### src/rtl/aes_input_loader.sv
// AES input loader: packs 32-bit stream words into a plaintext block and key.
// Hands the block plus current key to the round datapath over valid/ready.
module aes_input_loader #(
   parameter int WORD_W = 32,
   parameter int CNT_W  = 8
) (
   input  logic              clk,
   input  logic              clr_n,
   input  logic              s_valid,
   output logic              s_ready,
   input  logic [WORD_W-1:0] s_data,
   input  logic              s_is_key,
   input  logic              abort,
   output logic              blk_valid,
   input  logic              blk_ready,
   output logic [127:0]      datain,
   output logic [127:0]      keyin,
   output logic              key_valid,
   output logic [CNT_W-1:0]  blk_cnt
);

   localparam logic [1:0] LAST = 2'd3;

   typedef enum logic [1:0] {
      FILL     = 2'd0,
      WAIT_KEY = 2'd1,
      HOLD     = 2'd2
   } state_t;

   state_t     state;
   state_t     state_nxt;
   logic [1:0] data_cnt;
   logic [1:0] key_cnt;
   logic       key_valid_nxt;
   logic       take;
   logic       key_take;
   logic       data_take;
   logic       key_last;
   logic       data_last;
   logic       blk_xfer;

   // Stream-side ready: data words stall while a block waits for its key.
   always_comb begin
      s_ready = 1'b0;
      unique case (state)
         FILL:     s_ready = 1'b1;
         WAIT_KEY: s_ready = s_is_key;
         HOLD:     s_ready = 1'b0;
         default:  s_ready = 1'b0;
      endcase
      if (!clr_n) s_ready = 1'b0;
   end

   // Word acceptance qualifiers; an abort cycle drops the offered word.
   always_comb begin
      take      = s_valid & s_ready & ~abort;
      key_take  = take & s_is_key;
      data_take = take & ~s_is_key;
      key_last  = key_take & (key_cnt == LAST);
      data_last = data_take & (data_cnt == LAST);
      blk_xfer  = (state == HOLD) & blk_ready & ~abort;
   end

   // Key-valid tracking: a fresh key load invalidates the old key.
   always_comb begin
      key_valid_nxt = key_valid;
      if (abort) begin
         if (key_cnt != 2'd0) key_valid_nxt = 1'b0;
      end else if (key_take) begin
         if (key_cnt == 2'd0) key_valid_nxt = 1'b0;
         if (key_last)        key_valid_nxt = 1'b1;
      end
   end

   // Next-state logic for the fill / wait-for-key / hold sequencing.
   always_comb begin
      state_nxt = state;
      if (abort) begin
         state_nxt = FILL;
      end else begin
         unique case (state)
            FILL: begin
               if (data_last)
                  state_nxt = key_valid_nxt ? HOLD : WAIT_KEY;
            end
            WAIT_KEY: begin
               if (key_last) state_nxt = HOLD;
            end
            HOLD: begin
               if (blk_ready) state_nxt = FILL;
            end
            default: state_nxt = FILL;
         endcase
      end
   end

   // State register.
   always_ff @(posedge clk or negedge clr_n) begin
      if (!clr_n) state <= FILL;
      else        state <= state_nxt;
   end

   // Word counters for the partial block and partial key.
   always_ff @(posedge clk or negedge clr_n) begin
      if (!clr_n) begin
         data_cnt <= 2'd0;
         key_cnt  <= 2'd0;
      end else if (abort) begin
         data_cnt <= 2'd0;
         key_cnt  <= 2'd0;
      end else begin
         if (data_take) data_cnt <= data_cnt + 2'd1;
         if (key_take)  key_cnt  <= key_cnt + 2'd1;
      end
   end

   // Shift-in assembly: first word ends up in the top 32 bits.
   always_ff @(posedge clk or negedge clr_n) begin
      if (!clr_n) begin
         datain <= '0;
         keyin  <= '0;
      end else begin
         if (data_take) datain <= {datain[127-WORD_W:0], s_data};
         if (key_take)  keyin  <= {keyin[127-WORD_W:0], s_data};
      end
   end

   // Key-valid register.
   always_ff @(posedge clk or negedge clr_n) begin
      if (!clr_n) key_valid <= 1'b0;
      else        key_valid <= key_valid_nxt;
   end

   // Delivered-block counter, wraps naturally.
   always_ff @(posedge clk or negedge clr_n) begin
      if (!clr_n)        blk_cnt <= '0;
      else if (blk_xfer) blk_cnt <= blk_cnt + CNT_W'(1);
   end

   // Block valid comes straight from the registered state.
   always_comb begin
      blk_valid = (state == HOLD);
   end

endmodule

### config.mk
export PLATFORM = sky130hd
export DESIGN_NAME = aes_input_loader
export DESIGN_NICKNAME = d
export VERILOG_FILES = /design/src/rtl/aes_input_loader.sv
export SDC_FILE = /design/constraint.sdc
export NUM_CORES = 1
export LEC_CHECK = 0
export BUFFER_PORTS_ARGS = -buffer_cell sky130_fd_sc_hd__buf_2
export CAP_MARGIN = 25
export CORE_ASPECT_RATIO = 1.25
export CORE_MARGIN = 2
export CORE_UTILIZATION = 31
export DETAILED_ROUTE_END_ITERATION = 12
export PLACE_DENSITY = 0.52
export REMOVE_ABC_BUFFERS = 1
export SYNTH_ARGS = -nofsm -noshare
export SYNTH_HDL_FRONTEND = slang
export SYNTH_SLANG_ARGS = --single-unit
### constraint.sdc
create_clock -name clk -period 2.4 [get_ports clk]
set_clock_uncertainty 0.1 [all_clocks]
set_input_delay 0 -clock clk [delete_from_list [all_inputs] [get_ports clk]]
set_output_delay 0 -clock clk [all_outputs]
set_load 0.1 [all_outputs]
[After elaboration in Yosys (flattened, before gate mapping)]
Index checks and enable logic that the tools add are counted.
Operators by class
  add/sub/neg operators: 3
  reductions and logical operators: 6
  mux-type cells: 17
  bitwise logic cells: 10
  equality and inequality tests: 7
Operators with widths (count)
  2-bit two-way mux: 9
  8-bit by 1-bit adder with 8-bit output (second input constant): 1
  1-bit AND: 8
  2-bit == test (second input constant): 3
  1-bit two-way mux: 6
  3-bit != test (second input constant): 2
  2-bit one-hot mux with 3 select lines: 1
  2-bit nonzero test: 3
  2-bit by 1-bit adder with 2-bit output (second input constant): 2
  2-bit logical NOT: 2
  3-bit by 2-bit != test with 1-bit output (second input constant): 1
  3-bit AND reduction: 1
  2-bit by 1-bit == test with 1-bit output (second input constant): 1
  1-bit NOT: 2
  1-bit one-hot mux with 2 select lines: 1
Storage, ports and cells
  register bits after elaboration: 271
  output and inout bits: 267
  logic and storage cells: 50
  bits of input ports: 38

[Longest topological paths before layout]
  word-level depth: 14
  depth in mapped cells: 8
  mapped depth without buffers: 5

[Worst setup path after synthesis]
No wires, ideal clock.
  path kind: register to output
  start: register state[1]
  end: output s_ready
  stages on the path, launching flop included: 3
  setup slack: -0.494 ns
  buffers on the path: 0
  arrival: 2.794 ns
  data required time: 2.300 ns
  cells stage by stage: dfrtp_1 nor2b_2 a21boi_0
Between the ends
  word-level cells in the longest chain between the ends: 3
  elaborated cells on any way between the ends: 4
  those cells by class: eq/ne: 1; mux: 2; reduce/logical: 1
Ends and longest elaborated chain
  start, declared: line 30  | state_t state;
  start signal, assigned: line 100  | else state <= state_nxt;
  2-bit by 1-bit == test with 1-bit output or 2-bit logical NOT (tied branches): line 45  | unique case (state)
  1-bit one-hot mux with 2 select lines (*): line 45
  1-bit two-way mux (*): line 51  | if (!clr_n) s_ready = 1'b0;
  end, declared: line 10  | output logic s_ready,
Every way passes the cells marked *; elsewhere a longest branch is shown, timed or not.

[Final worst setup path]
  start: register state[1]
  end: register keyin[0]
Between the ends
  word-level cells in the longest chain between the ends: 6
  elaborated cells on any way between the ends: 7
  those cells by class: eq/ne: 1; mux: 2; bitwise: 3; reduce/logical: 1
Ends and longest elaborated chain
  2-bit by 1-bit == test with 1-bit output or 2-bit logical NOT (tied branches): line 45
  1-bit one-hot mux with 2 select lines (*): line 45
  1-bit two-way mux (*): line 51
  1-bit AND (*) (2 in series): line 56  | take = s_valid & s_ready & ~abort;
  1-bit AND (*): line 57  | key_take = take & s_is_key;
  end signal, assigned: line 124  | if (key_take) keyin <= {keyin[127-WORD_W:0], s_data};
  end, declared: line 17  | output logic [127:0] keyin,
Marked as above.
A chain may end at the register's enable or synchronous reset.

==> key figures <==
Status
  – Outcome: complete, no violations

Setup path
  – Worst EP arrival: 2520 ps
  – Setup crit end kind: flop
  – Max stage delay on crit path: 570 ps
  – Crit path buffers/inverters: 1
  – Slowest stage cell, crit path: dlygate4sd3_1
  – Worst EP required: ~2800 ps
  – Worst Path Max Fanout: 34
  – Crit-path most repeated cell: nand2_1
  – Cell Chain, Critical Path: nor2b_2 > and3_4 > nand2_1 > dlygate4sd3_1 > nand2_1
  – CP delay by family, top: simple AND/OR/NAND/NOR gates
  – Worst Setup Path Type: reg2reg
  – Crit path launch type: flop

Route
  – Drt total wl: between 20 and 30 mm
  – Routed WL per cell: 15.7 µm
  – Post-route antenna net violation count: 0
  – 1st-iter DRT viols: approximately 330
  – Drt first pass iters: 4
  – Vias after detailed routing: 7319
  – Post-route DRC: 0
  – Via density: 4.36

Yosys
  – Yosys reg bits: 271
  – Post-synthesis compound-gate area fraction: 0.691%
  – Post-Syn Area per Cell: 12.1 µm²
  – Ys async rst share: 100%
  – Synth Area in XOR/XNOR: 0.574%
  – Post-synthesis cell type count: 33
  – Largest family of logic cells by synthesized area: multiplexers
  – Synth Area in Simple Gates: 15.1%
  – Mapped Cells: 881
  – Synth warn: 0
  – Mapped cell area: 10700 µm²
  – Post-synth EDFFs: 0
  – Primary FF master, synth: dfrtp_1
  – Register area share after synthesis: 63.5%
  – Mux cell area share after synthesis: 16.8%
  – Synth Area in Adders: 0.469%

Finish
  – Antenna fix cells: 0
  – Synthesis-to-finish area growth: 32.5%
  – Layout fillers: approximately 3300
  – Multi-input gate area: 3610 µm²
  – Register area: 6780 µm²
  – Share of layout cells above drive strength 1: between 40% and 50%
  – Fin area: 14100 µm²
  – Nets: 1269

Clock tree
  – Clk buf depth: 3
  – Post-CTS sizing: 0
  – H-tree levels: 1
  – Root Buffer: clkbuf_16
  – Sink Count: 271
  – CTS tree: built
  – Clk_lat worst skew: 550 ps
  – Clock transition at path regs: 60 ps
  – CTS Buf Count: 28
  – Setup bufs post-CTS: 0
  – CTS Hold Bufs: 43

STA
  – Fin. Hold Viols: 0
  – RSZ-0062 raised after global routing: no
  – Achievable clock frequency: 469 MHz
  – Fin crit share: approximately nine tenths
  – Slew headroom: between 40% and 50%
  – Slew @ Worst Pin: 850 ps
  – Max Slew Vio Count: 0
  – Final setup fails: 0
  – Fin crit period: 2130 ps

Global routing
  – Initial antenna violation count: 0
  – First-pass GRT wire length: between 40 and 50 mm
  – Overall routing resource usage: 14.5%
  – Total grt overflow: 0
  – Largest net degree at the start of global routing: 144
  – Number of global-route vias before repair: 7445

Floorplanning
  – FP Rows: 76
  – Chip Height: 211 µm
  – Core ar.: 34200 µm²
  – Die W: approximately 170 µm
  – Boundary Pins: between 300 and 400
  – Initial Util: 31.2%
  – Die Footprint: 36000 µm²

Placed design
  – Placed inst area: between 10000 and 15000 µm²
  – GP Congestion: 0.745
  – IO Port Bufs: 304
  – HPWL after DPL: 17.4 mm

Hold path
  – Hold WC Path Type: in2async

Run
  – Max-Cap Viols: 0
[per-layer routing]
metal | GRT usage (%) | up-vias | share of wire [%] | wire [µm]
met4 | 5.87 | 0 | 3.3 | 883
met5 | 0 | - | 0 | 0
met2 | 24.1 | 204 | 48 | 12600
met1 | 18.6 | 3550 | 43 | 11400
li1 | - | 3508 | - | -
met3 | 2.94 | 57 | 5.6 | 1480
[registers in the layout, indices dropped and copies added (netlist names)]
register,flops
datain,128
state,2
data_cnt,2
key_cnt,2
keyin,128
key_valid,1
blk_cnt,8
[cell families after synthesis]
| kind of cell | Yosys count |
|---|---|
| flip-flops | 271 |
| buffers and inverters | 48 |
| AND/OR/NAND/NOR | 410 |
| adder cells (fa/ha/maj) | 4 |
| AO/OA/AOI/OAI | 11 |
| multiplexers | 130 |
| XOR/XNOR | 7 |
[cell usage after synthesis (2+ instances only)]
master	n	share of area [%]
a21boi_0	2	0.14
a21oi_1	2	0.094
and2_1	2	0.12
and3_1	2	0.12
buf_2	9	0.42
buf_4	12	0.84
buf_6	10	1.1
clkbuf_1	13	0.46
dfrtp_1	271	64
ha_1	4	0.47
inv_1	4	0.14
mux2_2	42	4.4
mux2_4	87	12
nand2_1	388	14
nand3_1	4	0.19
nand3b_1	2	0.14
nand4_1	2	0.12
nor2b_1	2	0.12
nor2b_2	2	0.16
o21ai_0	2	0.094
or3_1	2	0.12
xnor2_1	6	0.49
[tightest hold or removal path: stages]
cell and delay (ps):
dlygate4sd3_1 590, buf_8 120, buf_12 460
[cell type report]
cell class / count / share of cell area (%)
Clock buffer: 42 / 6.11
Sequential cell: 271 / 47.9
Inverter: 4 / 0.106
Timing Repair Buffer: 360 / 15.4
Tap cell: 429 / 3.79
Multi-Input combinational cell: 562 / 25.5
Clock inverter: 9 / 1.20
[path summary, 6_finish.rpt]
kind	startpoint	endpoint	slack [ps]	cells after the start
worst max register to register	state[1]$_DFFE_PN0P_	keyin[0]$_DFFE_PN0P_	270	5
worst max-delay path	state[1]$_DFFE_PN0P_	keyin[0]$_DFFE_PN0P_	270	5
worst min-delay path	clr_n	datain[27]$_DFFE_PN0P_	70	3
worst min register to register	keyin[103]$_DFFE_PN0P_	keyin[103]$_DFFE_PN0P_	370	2
max in group asynchronous	clr_n	keyin[84]$_DFFE_PN0P_	900	4
min in group clk	s_data[29]	keyin[29]$_DFFE_PN0P_	100	4
[placed cells by master (no fill, tap or decap), types with 2 or more instances in the layout]
cell,synthesis,final
nor2b_1,2,2
nand3_4,0,2
bufinv_16,0,5
inv_1,4,4
nor2b_2,2,2
clkinv_2,0,4
buf_2,9,303
nand2_1,388,388
clkbuf_8,0,9
clkbuf_1,13,4
dfrtp_1,271,271
buf_4,12,4
dlygate4sd3_1,0,43
o21ai_0,2,2
mux2_2,42,42
xnor2_1,6,6
mux2_4,87,87
nand3_1,4,3
buf_12,0,9
clkbuf_16,0,29
a21boi_0,2,2
and2_1,2,2
nand4_1,2,2
or3_1,2,2
ha_1,4,4
nand3b_1,2,2
a21oi_1,2,2
[through the flow]
step | instances | util [%] | worst slack (ps) | hold slack, ps | setup TNS (ps)
floorplan | 837 | - | -1890 | -396 | -387370
detailed placement | 1583 | 37.1 | 447 | 56.8 | 0
finish | 1677 | 41.3 | 266 | 65.9 | 0
CTS | 1677 | 41.3 | 253 | 63.9 | 0
global route | 1677 | 41.3 | 125 | 93.7 | 0
global placement | 1583 | 37.1 | 515 | 65.1 | 0
Power is not shown: default switching activity piles up to over one toggle a cycle in this logic, so the estimate is an artifact.
